**config.mk**
```make
export PLATFORM = sky130hd
export DESIGN_NAME = bus_interval_timer
export DESIGN_NICKNAME = d
export VERILOG_FILES = /design/src/rtl/cpu8227_bus_pkg.sv /design/src/rtl/bus_interval_timer.sv
export SDC_FILE = /design/constraint.sdc
export NUM_CORES = 1
export LEC_CHECK = 0
export ABC_AREA = 1
export BUFFER_PORTS_ARGS = -buffer_cell sky130_fd_sc_hd__buf_2
export CAP_MARGIN = 40
export CORE_UTILIZATION = 40
export DETAILED_ROUTE_END_ITERATION = 10
export PLACE_DENSITY_LB_ADDON = 0.1
export SKIP_CTS_REPAIR_TIMING = 1
export SLEW_MARGIN = 10
export SYNTH_ARGS = -nofsm -noshare
export SYNTH_HDL_FRONTEND = slang
export SYNTH_SLANG_ARGS = --single-unit
```
**constraint.sdc**
```tcl
create_clock -name clk -period 2.2 [get_ports clk]
set_input_delay 0.22 -clock clk [delete_from_list [all_inputs] [get_ports clk]]
set_output_delay 0.22 -clock clk [all_outputs]
set_load 0.01 [all_outputs]
```
**src/rtl/cpu8227_bus_pkg.sv**
```systemverilog
// Shared constants and types for the top8227 bus memory/interrupt responder.
package cpu8227_bus_pkg;

   // Vector table base addresses (low byte; high byte at +1)
   localparam logic [15:0] VEC_NMI_ADDR   = 16'hFFFA;
   localparam logic [15:0] VEC_RESET_ADDR = 16'hFFFC;
   localparam logic [15:0] VEC_IRQ_ADDR   = 16'hFFFE;

   // IO page register offsets
   localparam logic [7:0] IO_LOAD_LO = 8'd0;
   localparam logic [7:0] IO_LOAD_HI = 8'd1;
   localparam logic [7:0] IO_CTRL    = 8'd2;
   localparam logic [7:0] IO_STATUS  = 8'd3;

   localparam int unsigned IO_PAGE_SIZE = 256;

   // CTRL register bit positions
   localparam int unsigned CTRL_EN     = 0;
   localparam int unsigned CTRL_AUTO   = 1;
   localparam int unsigned CTRL_NMISEL = 2;
   localparam int unsigned CTRL_W      = 3;

   typedef enum logic [1:0] {
      IDLE    = 2'd0,
      RUN     = 2'd1,
      EXPIRED = 2'd2
   } timer_state_t;

endpackage

```
**src/rtl/bus_interval_timer.sv**
```systemverilog
// Interval timer: down-counter, IDLE/RUN/EXPIRED FSM, pending flag and interrupt outputs.
module bus_interval_timer
   import cpu8227_bus_pkg::*;
#(
   parameter int unsigned TIMER_W = 16
) (
   input  logic               clk,
   input  logic               nrst,
   input  logic               startReq,    // CTRL write setting EN this cycle
   input  logic               effEn,       // EN as it will be after this cycle's CTRL write
   input  logic               effAuto,     // AUTO as it will be after this cycle's CTRL write
   input  logic               nmiSel,
   input  logic               pendClear,
   input  logic [TIMER_W-1:0] reloadVal,
   output logic [TIMER_W-1:0] timerCount,
   output logic               pend,
   output logic               irqOut,
   output logic               nmiOut,
   output logic               enClear_c    // one-shot finished: top clears EN
);

   timer_state_t       state;
   timer_state_t       stateNext;
   logic [TIMER_W-1:0] countNext;
   logic               expireNow;
   logic               pendNext;

   // Next-state and counter logic; the EXPIRED cycle counts as the first tick of an
   // auto-reload period so expiries are exactly reloadVal cycles apart.
   always_comb begin
      stateNext = state;
      countNext = timerCount;
      expireNow = 1'b0;
      enClear_c = 1'b0;
      case (state)
         IDLE: begin
            if (startReq && (reloadVal != '0)) begin
               stateNext = RUN;
               countNext = reloadVal;
            end
         end
         RUN: begin
            if (!effEn) begin
               stateNext = IDLE;
            end else if (timerCount <= TIMER_W'(1)) begin
               stateNext = EXPIRED;
               countNext = '0;
               expireNow = 1'b1;
            end else begin
               countNext = timerCount - TIMER_W'(1);
            end
         end
         EXPIRED: begin
            if (!effEn) begin
               stateNext = IDLE;
            end else if (effAuto && (reloadVal != '0)) begin
               if (reloadVal == TIMER_W'(1)) begin
                  expireNow = 1'b1;
               end else begin
                  stateNext = RUN;
                  countNext = reloadVal - TIMER_W'(1);
               end
            end else begin
               // single-shot done, or auto-reload with a zero reload: stop
               stateNext = IDLE;
               enClear_c = 1'b1;
            end
         end
         default: begin
            stateNext = IDLE;
         end
      endcase
      // a new expiry beats a software clear in the same cycle
      pendNext = expireNow | (pend & ~pendClear);
   end

   // State, counter, pending flag and registered interrupt outputs
   always_ff @(posedge clk or negedge nrst) begin
      if (!nrst) begin
         state      <= IDLE;
         timerCount <= '0;
         pend       <= 1'b0;
         irqOut     <= 1'b0;
         nmiOut     <= 1'b0;
      end else begin
         state      <= stateNext;
         timerCount <= countNext;
         pend       <= pendNext;
         irqOut     <= pendNext & ~nmiSel;
         nmiOut     <= expireNow & nmiSel;
      end
   end

endmodule

```
# [Word level (Yosys, flattened, before mapping)]
# Index checks and enable logic that the tools add are counted.
[op_classes] addsub=2 mul=0 n_div=0 order_cmp=1 n_eq_ne=10 n_shift=0 n_mux=23 bitwise=6 reduce_logical=7
[ops] operator="$mux W16" count=6
[ops] operator="$pmux W16 S3" count=1
[ops] operator="$sub A16 B1 Y16 const B" count=2
[ops] operator="$eq A16 B1 Y1 const B" count=1
[ops] operator="$le A16 B1 Y1 const B" count=1
[ops] operator="$reduce_bool A16 Y1" count=1
[ops] operator="$mux W2" count=6
[ops] operator="$ne A2 B2 Y1 const B" count=5
[ops] operator="$mux W1" count=8
[ops] operator="$pmux W2 S3" count=1
[ops] operator="$reduce_and A6 Y1" count=1
[ops] operator="$ne A4 B4 Y1 const B" count=1
[ops] operator="$and A1 B1 Y1" count=3
[ops] operator="$ne A3 B3 Y1 const B" count=1
[ops] operator="$reduce_and A3 Y1" count=1
[ops] operator="$reduce_bool A3 Y1" count=1
[ops] operator="$eq A2 B1 Y1 const B" count=1
[ops] operator="$eq A2 B2 Y1 const B" count=1
[ops] operator="$logic_and A1 B1 Y1" count=2
[ops] operator="$logic_not A2 Y1" count=1
[ops] operator="$not A1 Y1" count=2
[ops] operator="$pmux W1 S2" count=1
[ops] operator="$or A1 B1 Y1" count=1
[word_totals] ff_bits=21 latchBits=0 ramBits=0 romBits=0 output_inout_bits=20 word_cells=54 mem_count=0

# [Depth between registers and ports, before layout]
[logic_depth] ltp_word=7 mapped_depth=12 depth_no_buf=12

# [Least setup slack after synthesis]
# OpenSTA, ideal clock, no wires.
[synth_path] path_type="reg2reg" from="register timerCount[1]" to="register timerCount[7]" setup_time_ns=0.116 t_arrival_ns=1.482 path_slack_ns=0.601 path_stages_with_launch=13 path_buffers=1 cell_sequence="dfrtp_1 -> inv_1 -> ha_1 -> o21ai_0 -> nor2_1 -> nand2_1 -> nand2_2 -> inv_2 -> buf_4 -> nand2_1 -> nand3_1 -> nand2_1 -> nand2_1"
[synth_via] elab_chain_cells=4 word_cells_on_any_way=5 classes_between="1 x add/sub; 1 x order compare; 3 x mux"
[synth_rtl] item="start: declaration" line_no="bus_interval_timer.sv:15" text="output logic [TIMER_W-1:0] timerCount,"
[synth_rtl] item="start signal: assignment" line_no="bus_interval_timer.sv:87" text="timerCount <= countNext;"
[synth_rtl] item="$sub A16 B1 Y16 or $le A16 B1 Y1 (tied branches)" line_no="bus_interval_timer.sv:50, bus_interval_timer.sv:45"
[synth_rtl] item="$mux W16 (*)" line_no="bus_interval_timer.sv:45" text="end else if (timerCount <= TIMER_W'(1)) begin"
[synth_rtl] item="$mux W16 (*)" line_no="bus_interval_timer.sv:43" text="if (!effEn) begin"
[synth_rtl] item="$pmux W16 S3 (*)" line_no="bus_interval_timer.sv:35" text="case (state)"
# Every way passes the cells marked *; elsewhere a longest branch is shown, timed or not. The select of a mux whose other input is x is not followed.
# A chain may end at the register's enable or synchronous reset.

# [Final worst setup path]
[layout_path] from="register state[0]" to="register timerCount[3]"
[layout_via] elab_chain_cells=3 word_cells_on_any_way=11 classes_between="7 x eq/ne; 1 x mux; 3 x reduce/logical"
[layout_rtl] item="start: declaration" line_no="bus_interval_timer.sv:22" text="timer_state_t state;"
[layout_rtl] item="start signal: assignment" line_no="bus_interval_timer.sv:86" text="state <= stateNext;"
[layout_rtl] item="$eq A2 B2 Y1, or another cell as far along" line_no="bus_interval_timer.sv:35"
[layout_rtl] item="$ne A2 B2 Y1 (no source line) or $reduce_bool A3 Y1 (tied branches)"
[layout_rtl] item="$reduce_and A6 Y1 (no source line)"
# Several ways; a longest one is shown, not always the timed one.

==> impl_metrics.toml <==
[setup_path]
cp_slowest_stage_delay_ns = 0.42
cp_slowest_cell = "dfrtp_1"
cp_num_buf_inv = 3
cp-start-kind = "register"
cp-endpoint = "timerCount[3]"
r2r_slack_ns = 0.23
path_cells = "inv_1, ha_1, inv_2, nand2_1, a21oi_1, nand2_1, inv_2, nand3_2, nand2_1, o21ai_1"
cp.depth = 10
r2r_end = "timerCount[3]"
crit_type = "register to register"
arrival_ns = 2.11
startpoint = "state[0]"
path_max_fanout = 16
reg2regPathDepth = 10
required_ns = 2.34
worstReg2RegStart = "state[0]"
end_kind = "register"
critPathMostFrequentCell = "nand2_1"
crit_family = "simple AND/OR/NAND/NOR gates"

[synth]
ys_ff_latch = 21
synth_compound_area_share_pct = 8.56
avgSynthCellArea_um2 = 5.88
synth_top_family_by_area = "simple AND/OR/NAND/NOR gates"
netlist-cell-type-count = 29
synth_cells = 363
yosys.area.top_type = "dfrtp_1"
synthAdderAreaFrac_pct = 5.87
synth_top_area_share_pct = 24.6
synth_seq_area_share_pct = 24.6
synth_area_leaders = "dfrtp_1 25%, nand2_1 21%, nand3_1 12%"
syn-num-nets = 396
ys.warnings.count = 0
muxShareOfSynthArea_pct = 0
yosys.area_share.simple_pct = 48.5
synth_xor_area_share_pct = 2.87
synth_area_um2 = 2130

[place]
gp_congestion = 0.871
dpl.hpwl_um = 4710
io_buffers = 42

[layout]
insertedDiodeCount = 0
post-route-util_pct = 48.5
fillCellCount = 582
nets = 442
multi_input_area_um2 = 1410
regArea_um2 = 526
area_growth_pct = 16.1
drive_above_1_share_pct = 16.2

[clocking]
clock_latency_ns = 0.27
cts_tree = "done"
clock-sinks = 21
cts_buffers = 3
ctsHtreeMaxLevel = 1
path_clk_slew_ns = 0.09
root_buffer = "clkbuf_8"
cts_buffer_depth = 2

[route]
drc = 0
viasPerCell = 4.91
drtPass1Iterations = 4
ant_nets = 0
post_drt_wl_per_cell_um = 13.0
num_vias = 2345
totalWireLength_um = 6230
drt-initial-drc-count = 169

[pwr]
power.leakage_nw = 1.35
p_clk_share_pct = 8.0
ir_drop_uv = 558
swShare_pct = 54.8
switching_power_mw = 1.86
finalPower_mw = 3.39
pwr-share-seq_pct = 23.4
power.density_nw_per_um2 = 1370
p_int_mw = 1.53
p_comb_share_pct = 68.6

[grt]
grt_usage_pct = 22.6
antenna_found_initial = 0
grt.overflow.total = 0
grt_pass1_wl_um = 9580
grt_pass1_vias = 2052
grt_max_degree = 33

[sta]
hold_viol = 0
setup_viol = 0
post-route-period-util_pct = 89.4
report.final.slew_viol_count = 0
rsz0062_at_grt = "no"
setup-tns-final_ns = 0
tightestPinTransition_ns = 0.527
relSlewSlack_pct = 64.9
clock_skew_ns = 0.00776
post-route-min-period_ns = 1.97
max_freq_ghz = 0.509

[die]
start_util_pct = 41.8
io_pins = 43
rows = 26
fp.dieW_um = 75.0
die_area_um2 = 5630
core_um2 = 5110
die_h_um = 75.0

[job]
maxCapViolations = 0

[run_status]
outcome = "complete, no violations"

[hold_path]
worstHoldPathType = "input port to register"
## kinds of logic after synthesis
kind of cell	Yosys count
AOI/OAI and AO/OA	33
xor gates and xnor gates	7
adders and majority gates	10
buffers and inverters	48
DFF	21
and+or+nand+nor	244
## worst min path at each step
stage | to | cells past startpoint | startpoint
finish | irqOut | 2 | nmiSel
global route | irqOut | 2 | nmiSel
CTS | timerCount[9] | 1 | nrst
detailed placement | timerCount[13] | 1 | nrst
global placement | timerCount[13] | 1 | nrst
floorplan | irqOut | 0 | nrst
## flip-flops by register name, indices dropped and copies added (netlist names)
signal	flops
state	2
nmiOut	1
pend	1
timerCount	16
irqOut	1
## per-layer routing
layer	routed length (µm)	share of wire, %	global-route usage (%)
met4	42	0.67	5.24
met3	258	4.1	2.28
met1	3050	49	30.7
met2	2880	46	38.8
met5	0	0	0
## worst register-to-register path, cell delays in order, from the launching register on
cell	delay, ns
dfrtp_1	0.42
inv_1	0.08
ha_1	0.30
inv_2	0.16
nand2_1	0.06
a21oi_1	0.12
nand2_1	0.08
inv_2	0.10
nand3_2	0.31
nand2_1	0.14
o21ai_1	0.07
## layout make-up
class / instances / area share, %
Sequential cell: 21 / 21.2
Multi-Input combinational cell: 295 / 57.1
Clock buffer: 4 / 1.82
Timing Repair Buffer: 47 / 10.1
Tap cell: 70 / 3.54
Inverter: 41 / 6.22
## per-stage QoR
| step | cells | setup WS, ns | area (µm²) | hold slack (ns) |
|---|---|---|---|---|
| final | 478 | 0.234 | 2480 | 0.0989 |
| after global placement | 472 | 0.350 | 2410 | 0.229 |
| after floorplan | 363 | 0.601 | 2130 | -0.0756 |
| after global routing | 478 | 0.0182 | 2480 | 0.113 |
| after detailed placement | 472 | 0.273 | 2410 | 0.228 |
| after CTS | 476 | 0.250 | 2460 | -0.0641 |
## Yosys cell counts
master	instances
nand4_1	1
inv_2	4
o22ai_1	1
nor3_1	1
ha_1	10
o21ai_0	11
buf_4	2
xnor2_1	1
and2_1	1
o21bai_1	3
clkinv_1	1
nand3_1	50
dfrtp_1	21
a21oi_1	6
buf_6	2
buf_2	1
a21o_1	3
nor2_2	5
xor2_1	6
nand2_2	5
nand3b_1	1
clkbuf_1	2
nand2_1	117
nand3_4	1
nor2_1	61
o21ai_1	8
inv_1	36
nor2_4	1
a31oi_1	1
## power groups by stage
stage	registers [mW]	logic, mW	clock network (mW)
2_1_floorplan	0.824	1.67	0
3_3_place_gp	0.797	2.25	0
3_5_place_dp	0.806	2.27	0
4_1_cts	0.800	2.29	0.277
5_1_grt	0.832	2.64	0.291
6_report	0.794	2.32	0.271
## layout by cell type, fill, tap and decap left out, types with 5 or more instances in the layout
cell,synthesis,routed
o21ai_0,11,11
nand2_1,117,117
nand2_2,5,5
ha_1,10,10
inv_1,36,36
xor2_1,6,6
nor2_2,5,5
buf_2,1,42
nor2_1,61,61
o21ai_1,8,8
nand3_1,50,50
dfrtp_1,21,21
a21oi_1,6,6
No activity file was read; power rests on OpenSTA's default activity.
